--- config.mk ---
export PLATFORM = sky130hd
export DESIGN_NAME = mac_seq_ctrl
export DESIGN_NICKNAME = d
export VERILOG_FILES = /design/src/rtl/cnn_pkg.sv /design/src/rtl/mac_seq_ctrl.sv
export SDC_FILE = /design/constraint.sdc
export NUM_CORES = 1
export LEC_CHECK = 0
export CORE_MARGIN = 5
export CORE_UTILIZATION = 30
export DETAILED_ROUTE_END_ITERATION = 8
export SYNTH_ARGS = -nofsm -noshare
export SYNTH_HDL_FRONTEND = slang
export SYNTH_SLANG_ARGS = --single-unit
export TNS_END_PERCENT = 50
--- constraint.sdc ---
create_clock -name i_clk -period 2.5 [get_ports i_clk]
set_input_delay 0.375 -clock i_clk [delete_from_list [all_inputs] [get_ports i_clk]]
set_output_delay 0.375 -clock i_clk [all_outputs]
set_load 0.005 [all_outputs]
--- src/rtl/cnn_pkg.sv ---
// Shared CNN datapath widths, MAC latency default and sequencer state encoding,
// so the MAC and its controller agree on widths and pipeline depth.
package cnn_pkg;
   localparam int CNN_DATA_WIDTH = 16;
   localparam int CNN_ACC_WIDTH  = 40;
   localparam int CNN_MAC_LAT    = 3;

   typedef enum logic [2:0] {
      ST_IDLE  = 3'd0,
      ST_FETCH = 3'd1,
      ST_ISSUE = 3'd2,
      ST_WAIT  = 3'd3,
      ST_DONE  = 3'd4
   } seq_state_t;
endpackage

--- src/rtl/mac_seq_ctrl.sv ---
// Sequences one MAC through an N-term signed dot product; 2+MAC_LAT cycles per term.
// Result is held in DONE until res_ready; start is ignored outside IDLE.
module mac_seq_ctrl
   import cnn_pkg::*;
#(
   parameter int DATA_WIDTH = CNN_DATA_WIDTH,
   parameter int ACC_WIDTH  = CNN_ACC_WIDTH,
   parameter int ADDR_WIDTH = 10,
   parameter int LEN_WIDTH  = 10,
   parameter int MAC_LAT    = CNN_MAC_LAT
) (
   input  logic                         i_clk,
   input  logic                         i_rst_n,
   input  logic                         i_start,
   input  logic        [LEN_WIDTH-1:0]  i_len,
   input  logic        [ADDR_WIDTH-1:0] i_a_base,
   input  logic        [ADDR_WIDTH-1:0] i_b_base,
   input  logic signed [ACC_WIDTH-1:0]  i_bias,
   output logic                         o_busy,
   output logic                         o_rd_en,
   output logic        [ADDR_WIDTH-1:0] o_a_addr,
   output logic        [ADDR_WIDTH-1:0] o_b_addr,
   input  logic signed [DATA_WIDTH-1:0] i_a_rdata,
   input  logic signed [DATA_WIDTH-1:0] i_b_rdata,
   output logic                         o_mac_en,
   output logic                         o_mac_valid,
   output logic signed [DATA_WIDTH-1:0] o_mac_a,
   output logic signed [DATA_WIDTH-1:0] o_mac_b,
   output logic signed [ACC_WIDTH-1:0]  o_mac_acc_in,
   input  logic signed [ACC_WIDTH-1:0]  i_mac_acc_out,
   output logic                         o_res_valid,
   input  logic                         i_res_ready,
   output logic signed [ACC_WIDTH-1:0]  o_result
);
   localparam int WCNT_W = (MAC_LAT > 1) ? $clog2(MAC_LAT) : 1;
   localparam logic [WCNT_W-1:0] WCNT_LAST = WCNT_W'(MAC_LAT - 1);

   seq_state_t                  r_state;
   logic        [LEN_WIDTH-1:0]  r_len;
   logic        [LEN_WIDTH-1:0]  r_idx;
   logic        [ADDR_WIDTH-1:0] r_a_base;
   logic        [ADDR_WIDTH-1:0] r_b_base;
   logic signed [ACC_WIDTH-1:0]  r_acc;
   logic        [WCNT_W-1:0]     r_wcnt;

   logic                         r_busy;
   logic                         r_rd_en;
   logic        [ADDR_WIDTH-1:0] r_a_addr;
   logic        [ADDR_WIDTH-1:0] r_b_addr;
   logic                         r_mac_en;
   logic                         r_mac_valid;
   logic signed [ACC_WIDTH-1:0]  r_mac_acc_in;
   logic                         r_res_valid;
   logic signed [ACC_WIDTH-1:0]  r_result;

   logic                         w_last_term;
   logic        [LEN_WIDTH-1:0]  w_idx_nxt;

   assign w_last_term = (r_idx == r_len - LEN_WIDTH'(1));
   assign w_idx_nxt   = r_idx + LEN_WIDTH'(1);

   always_ff @(posedge i_clk) begin
      if (!i_rst_n) begin
         r_state      <= ST_IDLE;
         r_len        <= '0;
         r_idx        <= '0;
         r_a_base     <= '0;
         r_b_base     <= '0;
         r_acc        <= '0;
         r_wcnt       <= '0;
         r_busy       <= 1'b0;
         r_rd_en      <= 1'b0;
         r_a_addr     <= '0;
         r_b_addr     <= '0;
         r_mac_en     <= 1'b0;
         r_mac_valid  <= 1'b0;
         r_mac_acc_in <= '0;
         r_res_valid  <= 1'b0;
         r_result     <= '0;
      end else begin
         case (r_state)
            ST_IDLE: begin
               if (i_start) begin
                  r_len    <= i_len;
                  r_a_base <= i_a_base;
                  r_b_base <= i_b_base;
                  r_acc    <= i_bias;
                  r_idx    <= '0;
                  r_busy   <= 1'b1;
                  if (i_len == '0) begin
                     r_state     <= ST_DONE;
                     r_res_valid <= 1'b1;
                     r_result    <= i_bias;
                  end else begin
                     r_state  <= ST_FETCH;
                     r_rd_en  <= 1'b1;
                     r_a_addr <= i_a_base;
                     r_b_addr <= i_b_base;
                  end
               end
            end
            ST_FETCH: begin
               r_rd_en      <= 1'b0;
               r_mac_en     <= 1'b1;
               r_mac_valid  <= 1'b1;
               r_mac_acc_in <= r_acc;
               r_state      <= ST_ISSUE;
            end
            ST_ISSUE: begin
               r_mac_valid <= 1'b0;
               r_wcnt      <= '0;
               r_state     <= ST_WAIT;
            end
            ST_WAIT: begin
               // MAC keeps clocking (en=1) with acc_in held until the sum emerges.
               if (r_wcnt == WCNT_LAST) begin
                  r_acc        <= i_mac_acc_out;
                  r_mac_en     <= 1'b0;
                  r_mac_acc_in <= '0;
                  if (w_last_term) begin
                     r_state     <= ST_DONE;
                     r_res_valid <= 1'b1;
                     r_result    <= i_mac_acc_out;
                  end else begin
                     r_idx    <= w_idx_nxt;
                     r_state  <= ST_FETCH;
                     r_rd_en  <= 1'b1;
                     r_a_addr <= r_a_base + ADDR_WIDTH'(w_idx_nxt);
                     r_b_addr <= r_b_base + ADDR_WIDTH'(w_idx_nxt);
                  end
               end else begin
                  r_wcnt <= r_wcnt + WCNT_W'(1);
               end
            end
            ST_DONE: begin
               if (i_res_ready) begin
                  r_res_valid <= 1'b0;
                  r_busy      <= 1'b0;
                  r_state     <= ST_IDLE;
               end
            end
            default: r_state <= ST_IDLE;
         endcase
      end
   end

   // Operand data arrives from memory during ISSUE, so it is steered rather than registered.
   assign o_mac_a      = (r_state == ST_ISSUE) ? i_a_rdata : '0;
   assign o_mac_b      = (r_state == ST_ISSUE) ? i_b_rdata : '0;
   assign o_busy       = r_busy;
   assign o_rd_en      = r_rd_en;
   assign o_a_addr     = r_a_addr;
   assign o_b_addr     = r_b_addr;
   assign o_mac_en     = r_mac_en;
   assign o_mac_valid  = r_mac_valid;
   assign o_mac_acc_in = r_mac_acc_in;
   assign o_res_valid  = r_res_valid;
   assign o_result     = r_result;
endmodule
==> impl_metrics.toml <==
[power]
p_int_mw = 5.42
ir_drop_v = 0.000461
powerDensity_nw_per_um2 = 548
switching_share = 0.295
p_clk_frac = 0.362
sequentialPowerShare = 0.434
power_mw = 7.69
p_leak_nw = 5.04
switching_power_mw = 2.27
power_frac_comb = 0.204

[place]
dp_cells = 1761
dp_hpwl_mm = 22.5
port_buffers = 282
gp_congestion = 0.840

[synthesis]
synth_compound_area_frac = 0.202
synth_mux_area_frac = 0.0497
netlist_area_sq_um = 9060
ys_seq_elements = 190
syn_nets = 1251
synth_xor_area_frac = 0.0338
yosys-top-cells-area = "dfxtp_1 (42%), mux2i_1 (5.0%), nor2_1 (5.0%)"
synthSimpleGateAreaFrac = 0.211
yosysTopAreaCellShare = 0.420
synth-async-reset-ratio = 0
synth_top_cell_by_area = "dfxtp_1"
ys_warn_count = 0
ys_seq_area_frac = 0.420
synth-edff-count = 0
synth_top_family_by_area = "simple AND/OR/NAND/NOR gates"
avgSynthCellArea_sq_um = 8.37
ys_types = 50
syn_inst = 1082
synth_adder_area_share = 0.0334
synth_top_flop_cell = "dfxtp_1"

[floorplanning]
die_area_sq_um = 33800
die_w_um = 184
die_y_um = 184
core_sq_um = 29700
start_util = 0.305
ios = 283
rows = 63

[routing]
postRouteAntennaNets = 0
routedWlPerCell_um = 17.6
initialDrtViolationCount = 498
via_per_inst = 5.03
vias = 9055
wl_mm = 31.7
drc = 0
dr.pass1.iters = 5

[final_layout]
fin_nets = 1565
multiInputGateArea_sq_um = 5220
drive_gt1_frac = 0.158
area_growth_pct = 54.9
register_area_sq_um = 3820
fillCellCount = 2807
finalNonFillerCells = 1799
antenna_cells = 0

[setup_path]
slowest_stage = "or4_4"
rr_worst_depth = 9
slowest_delay_ns = 0.56
crit_arrival_ns = 3.05
cp.required_ns = 2.87
start_kind = "flop"
worstPathMaxFanout = 8
ff2ff_setup_slack_ns = -0.18
critPathCaptureType = "flop"
timing.rr.start = "r_len[3]$_SDFFE_PN0P_"
worstPathCellList = "or4_4 > or4_4 > a21oi_4 > buf_6 > o2111ai_4 > or2_4 > buf_12 > a2bb2oi_2 > a21oi_2"
crit_type = "flop to flop"
crit_end = "o_result[2]$_SDFFE_PN0P_"
critPathLaunch = "r_len[3]$_SDFFE_PN0P_"
timing.rr.end = "o_result[2]$_SDFFE_PN0P_"
path_common_cell = "or4_4"

[grt]
antenna_found_initial = 0
grt_use_total = 0.176
grt_start_max_net_pins = 81
grt_pass1_wl_mm = 48.1
grt_pass1_vias = 8799
overflow = 0

[min_path]
hp-class = "flop to flop"

[cts]
htree_num_levels = 4
clk_latency_ns = 0.44
cts_tree = "yes"
cts.sinks = 190
clkTransAtPathRegs_ns = 0.08
clk_path_buf_depth = 2
cts_inserted_buffers = 17
cts.root.buffer_cell = "clkbuf_16"
holdBufCountCts = 0

[sta]
hold_violations = 0
fin_skew_ns = 0.0175
min_period_over_period = 1.07
fmaxAchievable_mhz = 374
fin_tns_setup_ns = -5.30
drv_slew = 0
setup_viol_count_final = 50
max_slew.worst_pin.slew_ns = 1.17
min_period_ns = 2.68
rsz0062_at_grt = "yes"
fin_ws_ns = -0.177
max-slew-margin-rel = 0.214

[job]
cap_violations = 0

[run_status]
violations = "negative setup slack"
status = "complete, but fails checks"
stage by stage:
step                       util  area [sq um]  hold WS, ns  setup slack [ns]
final                     0.472         14000        0.461            -0.177
after global routing      0.472         14000        0.483            -0.265
after CTS                 0.460         13700        0.464            -0.159
after detailed placement  0.435         12900        0.451            -0.373
after global placement    0.435         12900        0.447            -0.282
after floorplan               -          9080        0.440           -0.0960
sequential cells by signal (all words and copies together), names as in the netlist, 2 cells and up:
name	flops
o_mac_acc_in	40
r_b_base	10
r_state	3
o_a_addr	10
r_a_base	10
o_b_addr	10
r_idx	10
r_acc	40
r_wcnt	2
o_result	40
r_len	10
cells in the final DEF, fill, tap and decap left out, types with 6 or more instances in the layout:
master	netlist	routed
a211oi_1	49	49
a21oi_1	70	64
a21oi_2	6	9
a22oi_1	41	41
a2bb2oi_1	17	14
a31oi_1	29	26
and2_1	35	33
and3_1	10	7
buf_12	0	13
buf_4	0	83
buf_6	7	6
clkbuf_16	0	20
clkdlybuf4s50_1	0	281
dfxtp_1	190	182
dfxtp_2	0	6
ha_1	21	16
inv_1	12	10
mux2i_1	45	45
nand2_1	118	118
nand3_1	60	38
nand3_2	0	22
nor2_1	120	118
nor2b_1	7	7
o21ai_0	21	19
or3_1	29	29
xnor2_1	29	29
layer usage:
layer / wire (um) / track usage / vias to the layer above
li1: - / - / 4477
met1: 13600 / 0.220 / 4248
met2: 15300 / 0.298 / 285
met3: 1900 / 0.0433 / 45
met4: 940 / 0.0597 / 0
met5: 0 / 0 / -
critical path: cells and delay by family, from the launching register on:
kind / cells / cell delay (ns)
and+or+nand+nor: 3 / 1.45
buffers and inverters: 2 / 0.29
AOI/OAI and AO/OA: 4 / 0.54
DFF: 1 / 0.32
how the worst min path moves through the flow:
stage	from	to	slack, ns	depth (start not counted)
6_report	r_a_base[5]$_SDFFE_PN0P_	r_a_base[5]$_SDFFE_PN0P_	0.46	2
4_1_cts	r_a_base[5]$_SDFFE_PN0P_	r_a_base[5]$_SDFFE_PN0P_	0.46	2
3_5_place_dp	r_a_base[5]$_SDFFE_PN0P_	r_a_base[5]$_SDFFE_PN0P_	0.45	2
2_1_floorplan	r_a_base[0]$_SDFFE_PN0P_	r_a_base[0]$_SDFFE_PN0P_	0.44	2
5_1_grt	r_a_base[5]$_SDFFE_PN0P_	r_a_base[5]$_SDFFE_PN0P_	0.48	2
3_3_place_gp	r_a_base[0]$_SDFFE_PN0P_	r_a_base[0]$_SDFFE_PN0P_	0.45	2
final cells by class:
cell class              instances  share of cell area
multi-input cells             788               0.372
inverters                      12             0.00357
flip-flops and latches        190               0.272
clock buffers                  17              0.0303
well taps                     390              0.0348
repair buffers                387               0.274
clock inverters                15              0.0132
cells by family (layout without fill, tap and decap cells):
group / count (synthesis) / in the layout
muxes: 45 / 45
adders and majority gates: 23 / 23
AOI/OAI and AO/OA: 275 / 275
xor gates and xnor gates: 35 / 35
DFF: 190 / 190
and+or+nand+nor: 410 / 410
buffers and inverters: 104 / 431
what timing repair did:
item | in CTS | in global routing
pin swaps | 6 | 43
buffers inserted | 2 | 0
setup endpoints to repair | 102 | 90
resized for setup | 19 | 61
gates cloned | 2 | 3
cell usage after synthesis, drive strengths merged (4+ instances only):
library cell	n
and3	10
o2111ai	5
xor2	6
o21ai	28
nor2b	7
or3	29
a21oi	76
o21a	4
nand3	60
a211oi	49
ha	21
nor2	120
o22ai	4
or2	4
a311oi	4
a22oi	41
nand2b	5
a21o	5
o211ai	5
xnor2	29
nand2	118
and2	35
buf	22
mux2i	45
clkbuf	70
nor3	8
or4	6
a2bb2oi	17
inv	12
a31oi	30
dfxtp	190
power groups by stage:
stage	registers [mW]	clock network, mW	logic (mW)
final	3.34	2.79	1.57
after global routing	3.36	2.98	1.71
after CTS	3.33	2.86	1.55
after detailed placement	3.40	0	1.51
after global placement	3.40	0	1.50
after floorplan	3.39	0	0.677
Note: power is estimated with default switching activity, not from simulation.
